==> src/rtl/load_store_unit_if.sv <==
// Data-bus interface of the load/store unit.
// One valid/ready beat per access. The master holds valid/we/addr/be/wdata stable until ready.
//   valid  master->slave  bus request
//   we     master->slave  1 = write
//   addr   master->slave  word-aligned byte address
//   be     master->slave  byte enables
//   wdata  master->slave  lane-replicated store data
//   ready  slave->master  beat accepted/completed
//   rdata  slave->master  read data, valid with ready
//   err    slave->master  bus error, valid with ready
interface load_store_unit_if;
    logic        valid;
    logic        we;
    logic [31:0] addr;
    logic [3:0]  be;
    logic [31:0] wdata;
    logic        ready;
    logic [31:0] rdata;
    logic        err;

    modport master (
        output valid, we, addr, be, wdata,
        input  ready, rdata, err
    );

    modport slave (
        input  valid, we, addr, be, wdata,
        output ready, rdata, err
    );
endinterface

==> src/rtl/load_store_unit.sv <==
// RV32I memory-stage load/store unit.
// Runs one data-bus beat for each memory-stage access. It generates byte enables and
// replicated store data, formats load data, and stalls the pipeline until the access completes.
// Ports:
//   clk, reset      clock; asynchronous active-high reset
//   req_valid       memory stage holds a load/store
//   req_we          1 = store, 0 = load
//   req_funct3      RV32I width/sign code
//   req_addr        byte address
//   req_wdata       store data
//   stall_req       hold all pipeline stages (combinational)
//   done            one-cycle completion pulse
//   rdata_out       formatted load data
//   access_fault    completion faulted (valid with done)
//   fault_misalign  fault cause was misalignment (valid with done)
//   bus             data-bus master port (load_store_unit_if.master)
// Build option: define LSU_MISALIGN_TRAP_EN to fault misaligned halfword/word accesses.
// When it is undefined, the low address bits of such accesses are ignored.
module load_store_unit #(
    parameter int unsigned TIMEOUT_CYCLES = 255
) (
    input  logic              clk,
    input  logic              reset,
    input  logic              req_valid,
    input  logic              req_we,
    input  logic [2:0]        req_funct3,
    input  logic [31:0]       req_addr,
    input  logic [31:0]       req_wdata,
    output logic              stall_req,
    output logic              done,
    output logic [31:0]       rdata_out,
    output logic              access_fault,
    output logic              fault_misalign,
    load_store_unit_if.master bus
);

    localparam logic [15:0] TimeoutLast = 16'(TIMEOUT_CYCLES - 1);

    typedef enum logic [1:0] {StIdle, StBus, StDone} state_e;

    state_e      state_q, state_d;
    logic [15:0] cnt_q, cnt_d;
    logic        valid_q, valid_d;
    logic        we_q, we_d;
    logic [31:0] addr_q, addr_d;
    logic [3:0]  be_q, be_d;
    logic [31:0] wdata_q, wdata_d;
    logic [2:0]  funct3_q, funct3_d;
    logic [1:0]  lane_q, lane_d;
    logic [31:0] rdata_q, rdata_d;
    logic        done_q, done_d;
    logic        fault_q, fault_d;
    logic        mis_q, mis_d;

    logic        req_legal;
    logic        req_misalign;
    logic [3:0]  req_be;
    logic [31:0] req_wrep;
    logic [7:0]  ld_byte;
    logic [15:0] ld_half;
    logic [31:0] ld_fmt;

    always_comb begin
        req_legal = 1'b0;
        unique case (req_funct3)
            3'b000, 3'b001, 3'b010: req_legal = 1'b1;
            3'b100, 3'b101:         req_legal = !req_we;
            default:                req_legal = 1'b0;
        endcase
    end

`ifdef LSU_MISALIGN_TRAP_EN
    assign req_misalign = req_legal &
                          (((req_funct3[1:0] == 2'b01) & req_addr[0]) |
                           ((req_funct3[1:0] == 2'b10) & (|req_addr[1:0])));
`else
    assign req_misalign = 1'b0;
`endif

    // Byte/half lanes use only the address bits that matter, so misaligned accesses are
    // aligned automatically when trapping is disabled.
    always_comb begin
        req_be   = 4'b1111;
        req_wrep = req_wdata;
        unique case (req_funct3[1:0])
            2'b00: begin
                req_be   = 4'b0001 << req_addr[1:0];
                req_wrep = {4{req_wdata[7:0]}};
            end
            2'b01: begin
                req_be   = 4'b0011 << {req_addr[1], 1'b0};
                req_wrep = {2{req_wdata[15:0]}};
            end
            default: begin
                req_be   = 4'b1111;
                req_wrep = req_wdata;
            end
        endcase
    end

    always_comb begin
        ld_byte = bus.rdata[7:0];
        case (lane_q)
            2'd0: ld_byte = bus.rdata[7:0];
            2'd1: ld_byte = bus.rdata[15:8];
            2'd2: ld_byte = bus.rdata[23:16];
            2'd3: ld_byte = bus.rdata[31:24];
            default: ld_byte = bus.rdata[7:0];
        endcase
        ld_half = lane_q[1] ? bus.rdata[31:16] : bus.rdata[15:0];
        ld_fmt  = bus.rdata;
        unique case (funct3_q)
            3'b000:  ld_fmt = {{24{ld_byte[7]}}, ld_byte};
            3'b001:  ld_fmt = {{16{ld_half[15]}}, ld_half};
            3'b100:  ld_fmt = {24'd0, ld_byte};
            3'b101:  ld_fmt = {16'd0, ld_half};
            default: ld_fmt = bus.rdata;
        endcase
    end

    always_comb begin
        state_d  = state_q;
        cnt_d    = cnt_q;
        valid_d  = valid_q;
        we_d     = we_q;
        addr_d   = addr_q;
        be_d     = be_q;
        wdata_d  = wdata_q;
        funct3_d = funct3_q;
        lane_d   = lane_q;
        rdata_d  = rdata_q;
        done_d   = 1'b0;
        fault_d  = fault_q;
        mis_d    = mis_q;
        unique case (state_q)
            StIdle: begin
                if (req_valid) begin
                    we_d     = req_we;
                    addr_d   = {req_addr[31:2], 2'b00};
                    be_d     = req_be;
                    wdata_d  = req_wrep;
                    funct3_d = req_funct3;
                    lane_d   = req_addr[1:0];
                    cnt_d    = '0;
                    if (!req_legal || req_misalign) begin
                        // Fault without touching the bus.
                        state_d = StDone;
                        done_d  = 1'b1;
                        fault_d = 1'b1;
                        mis_d   = req_misalign;
                        if (!req_we) rdata_d = '0;
                    end else begin
                        state_d = StBus;
                        valid_d = 1'b1;
                    end
                end
            end
            StBus: begin
                if (bus.ready) begin
                    state_d = StDone;
                    valid_d = 1'b0;
                    done_d  = 1'b1;
                    fault_d = bus.err;
                    if (!we_q) rdata_d = bus.err ? '0 : ld_fmt;
                end else if (cnt_q == TimeoutLast) begin
                    state_d = StDone;
                    valid_d = 1'b0;
                    done_d  = 1'b1;
                    fault_d = 1'b1;
                    if (!we_q) rdata_d = '0;
                end else begin
                    cnt_d = cnt_q + 16'd1;
                end
            end
            StDone: begin
                // The request is still visible here; it has already been served.
                state_d = StIdle;
                fault_d = 1'b0;
                mis_d   = 1'b0;
            end
            default: state_d = StIdle;
        endcase
    end

    always_ff @(posedge clk or posedge reset) begin
        if (reset) begin
            state_q  <= StIdle;
            cnt_q    <= '0;
            valid_q  <= 1'b0;
            we_q     <= 1'b0;
            addr_q   <= '0;
            be_q     <= '0;
            wdata_q  <= '0;
            funct3_q <= '0;
            lane_q   <= '0;
            rdata_q  <= '0;
            done_q   <= 1'b0;
            fault_q  <= 1'b0;
            mis_q    <= 1'b0;
        end else begin
            state_q  <= state_d;
            cnt_q    <= cnt_d;
            valid_q  <= valid_d;
            we_q     <= we_d;
            addr_q   <= addr_d;
            be_q     <= be_d;
            wdata_q  <= wdata_d;
            funct3_q <= funct3_d;
            lane_q   <= lane_d;
            rdata_q  <= rdata_d;
            done_q   <= done_d;
            fault_q  <= fault_d;
            mis_q    <= mis_d;
        end
    end

    assign stall_req      = ((state_q == StIdle) & req_valid) | (state_q == StBus);
    assign done           = done_q;
    assign rdata_out      = rdata_q;
    assign access_fault   = fault_q;
    assign fault_misalign = mis_q;
    assign bus.valid      = valid_q;
    assign bus.we         = we_q;
    assign bus.addr       = addr_q;
    assign bus.be         = be_q;
    assign bus.wdata      = wdata_q;

endmodule

==> src/flat_wrapper.sv <==
// flat-port wrapper written by rule: the top's interface ports become plain ports
module load_store_unit_flat 
#(
    parameter int unsigned TIMEOUT_CYCLES = 255
)
  (clk, reset, req_valid, req_we, req_funct3, req_addr, req_wdata, stall_req, done, rdata_out, access_fault, fault_misalign, bus_valid, bus_we, bus_addr, bus_be, bus_wdata, bus_ready, bus_rdata, bus_err);
  load_store_unit_if bus_i ();
  input  logic clk;
  input  logic reset;
  input  logic req_valid;
  input  logic req_we;
  input  logic [2:0] req_funct3;
  input  logic [31:0] req_addr;
  input  logic [31:0] req_wdata;
  output logic stall_req;
  output logic done;
  output logic [31:0] rdata_out;
  output logic access_fault;
  output logic fault_misalign;
  output wire logic [$bits(bus_i.valid)-1:0] bus_valid;
  output wire logic [$bits(bus_i.we)-1:0] bus_we;
  output wire logic [$bits(bus_i.addr)-1:0] bus_addr;
  output wire logic [$bits(bus_i.be)-1:0] bus_be;
  output wire logic [$bits(bus_i.wdata)-1:0] bus_wdata;
  input wire logic [$bits(bus_i.ready)-1:0] bus_ready;
  input wire logic [$bits(bus_i.rdata)-1:0] bus_rdata;
  input wire logic [$bits(bus_i.err)-1:0] bus_err;
  assign bus_valid = bus_i.valid;
  assign bus_we = bus_i.we;
  assign bus_addr = bus_i.addr;
  assign bus_be = bus_i.be;
  assign bus_wdata = bus_i.wdata;
  assign bus_i.ready = bus_ready;
  assign bus_i.rdata = bus_rdata;
  assign bus_i.err = bus_err;
  load_store_unit #(.TIMEOUT_CYCLES(TIMEOUT_CYCLES)) u_core (.clk(clk), .reset(reset), .req_valid(req_valid), .req_we(req_we), .req_funct3(req_funct3), .req_addr(req_addr), .req_wdata(req_wdata), .stall_req(stall_req), .done(done), .rdata_out(rdata_out), .access_fault(access_fault), .fault_misalign(fault_misalign), .bus(bus_i));
endmodule
==> config.mk <==
export PLATFORM = sky130hd
export DESIGN_NAME = load_store_unit_flat
export DESIGN_NICKNAME = d
export VERILOG_FILES = /design/src/rtl/load_store_unit_if.sv /design/src/rtl/load_store_unit.sv /design/src/flat_wrapper.sv
export SDC_FILE = /design/constraint.sdc
export NUM_CORES = 1
export LEC_CHECK = 0
export CORE_ASPECT_RATIO = 1.1
export CORE_MARGIN = 3
export CORE_UTILIZATION = 41
export CTS_BUF_LIST = sky130_fd_sc_hd__clkbuf_16
export CTS_CLUSTER_DIAMETER = 200
export DETAILED_ROUTE_END_ITERATION = 8
export GPL_TIMING_DRIVEN = 0
export MAX_ROUTING_LAYER = met4
export PLACE_DENSITY = 0.77
export SYNTH_ARGS = -nofsm -noshare
export SYNTH_HDL_FRONTEND = slang
export SYNTH_SLANG_ARGS = --single-unit
==> constraint.sdc <==
create_clock -name clk -period 3.8 [get_ports clk]
set_input_delay 0.76 -clock clk [delete_from_list [all_inputs] [get_ports clk]]
set_output_delay 0.76 -clock clk [all_outputs]
set_load 0.1 [all_outputs]
==> metrics.md <==
| Metric | Value |
|---|---|
| Post-synthesis register bit count | `125` |
| Largest net degree at the start of global routing | `42` |
| Net Sw Power | `3.527 mW` |
| Die Y | `133.8 um` |
| Cts repair resizes | `0` |
| Final setup fails | `0` |
| Antenna cells | `0` |
| Multi-input gate area | `0.002597 mm^2` |
| Highest routed layer | `met4` |
| Initial Util | `0.4198` |
| # rows | `46` |
| Clk Latency, worst-skew pair | `~0.42 ns` |
| Post-Syn Area | `just over 0.006 mm^2` |
| Maximum clock path buffer count | `2` |
| Flop pwr share | `0.263` |
| Die W | `122.2 um` |
| Port-buffer cells | `206` |
| Critical Path End | `stall_req` |
| Final wirelength | `roughly 19000 um` |
| CP Launch Point | `req_valid` |
| Fillers | `1244` |
| GRT Residual Overflow | `0` |
| Worst Path Max Fanout | `4` |
| Largest area contributor in the netlist | `dfrtp_1` |
| Unrepaired setup endpoints after global routing | `false` |
| Num CTS Buffers | `17` |
| Levels on crit path | `4` |
| Hold path cells | `2` |
| Cell family with most CP delay | `buffers and inverters` |
| Routed length on met1 | `between 7000 and 8000 um` |
| Crit path cell chain | `clkdlybuf4s50_1, nor2_1, nor2_1, clkdlybuf4s50_1` |
| Worst Tran Pin Value | `between 1 and 1.5 ns` |
| Critical path data required time | `3.04 ns` |
| Root Buffer Master | `clkbuf_16` |
| Final GP Congestion | `0.8907` |
| First-pass GRT wire length | `29760 um` |
| P&R area growth vs syn | `48.17%` |
| Min Hold Slack | `0.4734 ns` |
| Area contributors post-synth | `dfrtp_1 (51%), nand2_1 (10%), mux2i_1 (8.9%)` |
| Vias in the first global route | `5691` |
| Syn Area/Cell | `around 9.3 um^2` |
| Hold_buf cts | `0` |
| Post CTS Setup Buffer Count | `0` |
| Clock share of power | `0.224` |
| CTS tree | `yes` |
| CP Launch Type | `primary input` |
| Top post-synthesis cells by count | `nand2_1 (168), dfrtp_1 (125), mux2i_1 (54)` |
| FF-to-FF setup slack | `between 1.5 and 2 ns` |
| Placed insts | `1056` |
| Crit path DAT | `2.62 ns` |
| Initial antenna violation count | `0` |
| Clock-pin slew on the worst setup and hold paths | `0.06 ns` |
| Worst VDD drop | `just under 700 uV` |
| Final Util | `0.6220` |
| I/O pins | `211` |
| Combinational share of power | `0.513` |
| Period minus WS final | `approximately 3.4 ns` |
| Slowest stage cell, crit path | `clkdlybuf4s50_1` |
| Top cell type's share of synthesized area | `0.5138` |
| Critical Path Max Stage Delay | `between 1 and 1.5 ns` |
| Crit path buf inv count | `2` |
| WL met3 | `1842 um` |
| DP HPWL | `~14000 um` |
| GRT Overall Usage | `0.2437` |
| Final hold vios | `0` |
| R2r startpoint | `u_core.cnt_q[2]$_DFFE_PP0P_` |
| Layout cells sized above 1 | `0.07254` |
| # nets final | `slightly below 1000` |
| DR pass1 iterations | `5` |
| Post-route insts no fill | `1088` |
| Yosys warns | `0` |
| Post-Layout Inst Area | `0.009021 mm^2` |
| Clock sinks | `around 130` |
| Core ar. | `0.01450 mm^2` |
| Final Power | `6.920 mW` |
| Register Area | `between 0.003 and 0.004 mm^2` |
| Vias per std cell | `5.112` |
| Worst Setup End Kind | `output pin` |
| Fin. max-slew vios | `0` |
| H-Tree Depth | `4` |
| Fmax | `295.8 MHz` |
| Max-slew headroom | `0.2842` |
| Reg2reg path depth | `6` |
| Setup slack after layout | `between 0.4 and 0.5 ns` |
| Detailed Route Iter0 Violations | `300` |
| Placement Setup Slack | `0.3916 ns` |
| Vias | `5562` |
| Clock skew | `about 0.008 ns` |
| Most common cell in the netlist | `nand2_1` |
| Post-DRT Antenna Nets | `0` |
| Area after DPL | `0.008462 mm^2` |
| Synth Flop Type | `dfrtp_1` |
| Sequential area share after synthesis | `0.5138` |
| Avg WL per Cell | `17.44 um` |
| Status | `finished, final reports clean` |
| Kind of critical path | `in -> out` |
| DR WL met2 | `8943 um` |
| Switching Fraction | `0.5097` |
| Post-synth EDFFs | `0` |
| Pwr Density | `767.1 mW/mm^2` |
| Post-synthesis cell type count | `51` |
| Leak | `between 4 and 5 nW` |
| Cells after Synth | `653` |
| DRC violations left | `0` |
| Hold Crit Class | `reg -> reg` |
| Max Cap Viol | `0` |
| Ys async rst share | `1.000` |
| R2r endpoint | `u_core.rdata_out[9]$_DFFE_PP0P_` |
| Pint | `around 3.4 mW` |
| Full die area | `0.01635 mm^2` |
| Final Cycle Share | `0.8897` |
| TNS Setup | `0 ns` |
## worst min path at each step
stage / from / to / slack [ns]
CTS: u_core.bus.wdata[3]$_DFFE_PP0P_ / u_core.bus.wdata[3]$_DFFE_PP0P_ / 0.48
detailed placement: u_core.bus.addr[17]$_DFFE_PP0P_ / u_core.bus.addr[17]$_DFFE_PP0P_ / 0.46
global placement: u_core.bus.addr[24]$_DFFE_PP0P_ / u_core.bus.addr[24]$_DFFE_PP0P_ / 0.46
global route: u_core.bus.addr[8]$_DFFE_PP0P_ / u_core.bus.addr[8]$_DFFE_PP0P_ / 0.50
floorplan: u_core.cnt_q[14]$_DFFE_PP0P_ / u_core.cnt_q[14]$_DFFE_PP0P_ / 0.45
finish: u_core.bus.addr[17]$_DFFE_PP0P_ / u_core.bus.addr[17]$_DFFE_PP0P_ / 0.47
## routing by layer
layer | GRT usage | vias up
li1 | - | 2667
met1 | 0.2925 | 2616
met2 | 0.3845 | 256
met3 | 0.08646 | 23
met4 | 0.08027 | 0
met5 | - | -
## logic make-up (layout without fill, tap and decap cells)
| logic type | after synthesis | count (layout) | share of synthesized area |
|---|---|---|---|
| muxes | 66 | 66 | 0.1134 |
| buffers and inverters | 87 | 328 | 0.06083 |
| and+or+nand+nor | 247 | 247 | 0.1741 |
| DFF | 125 | 125 | 0.5138 |
| AOI/OAI and AO/OA | 122 | 122 | 0.1289 |
| xor gates and xnor gates | 3 | 3 | 0.004316 |
| adders and majority gates | 2 | 2 | 0.004109 |
| other | 1 | 3 | 0.0006159 |
## flip-flops by register name, summed over array words and instances (netlist names)
name,flops
u_core.bus.wdata,32
u_core.rdata_out,32
u_core.bus.addr,30
u_core.cnt_q,16
u_core.bus.be,4
u_core.funct3_q,3
u_core.lane_q,2
u_core.state_q,2
u_core.access_fault,1
u_core.bus.valid,1
u_core.bus.we,1
u_core.done,1
## power groups by stage
stage	sequential (mW)	combinational [mW]	clock, mW
6_report	1.82	3.55	1.55
5_1_grt	1.86	3.70	1.64
4_1_cts	1.82	3.57	1.57
3_5_place_dp	1.84	3.56	0
3_3_place_gp	1.82	3.54	0
2_1_floorplan	3.77	0.664	0
## worst reg2reg max path, delay by kind of cell (launching register included)
family	cells	cell delay, ns
simple gates	3	0.71
flops	1	0.41
compound gates	1	0.37
mux	1	0.35
buf+inv	1	0.23
## layout make-up
type                       count  share of cell area
clock buffer                  17             0.04716
sequential                   125              0.3467
buffer                        42             0.02233
multi-input combinational    443              0.2879
timing repair buffer         209              0.2352
inverter                      45             0.01914
clock inverter                15             0.01484
tap                          192             0.02663
## layout by cell type (no fill, tap or decap), types with 4 or more instances in the layout
master	instances
nor2b_1	8
mux2i_1	54
buf_4	6
a211oi_1	6
dfrtp_1	125
a21oi_1	36
nor2_1	28
buf_2	5
clkinvlp_4	4
clkbuf_1	26
and3_1	4
nand2b_1	5
nor3_1	10
clkdlybuf4s50_1	206
a311oi_1	6
a31oi_1	11
o221ai_1	7
mux2_2	11
nand2_1	168
inv_1	47
o21ai_0	39
nand3_1	7
clkbuf_16	17
(Power assumes the default switching activity.)
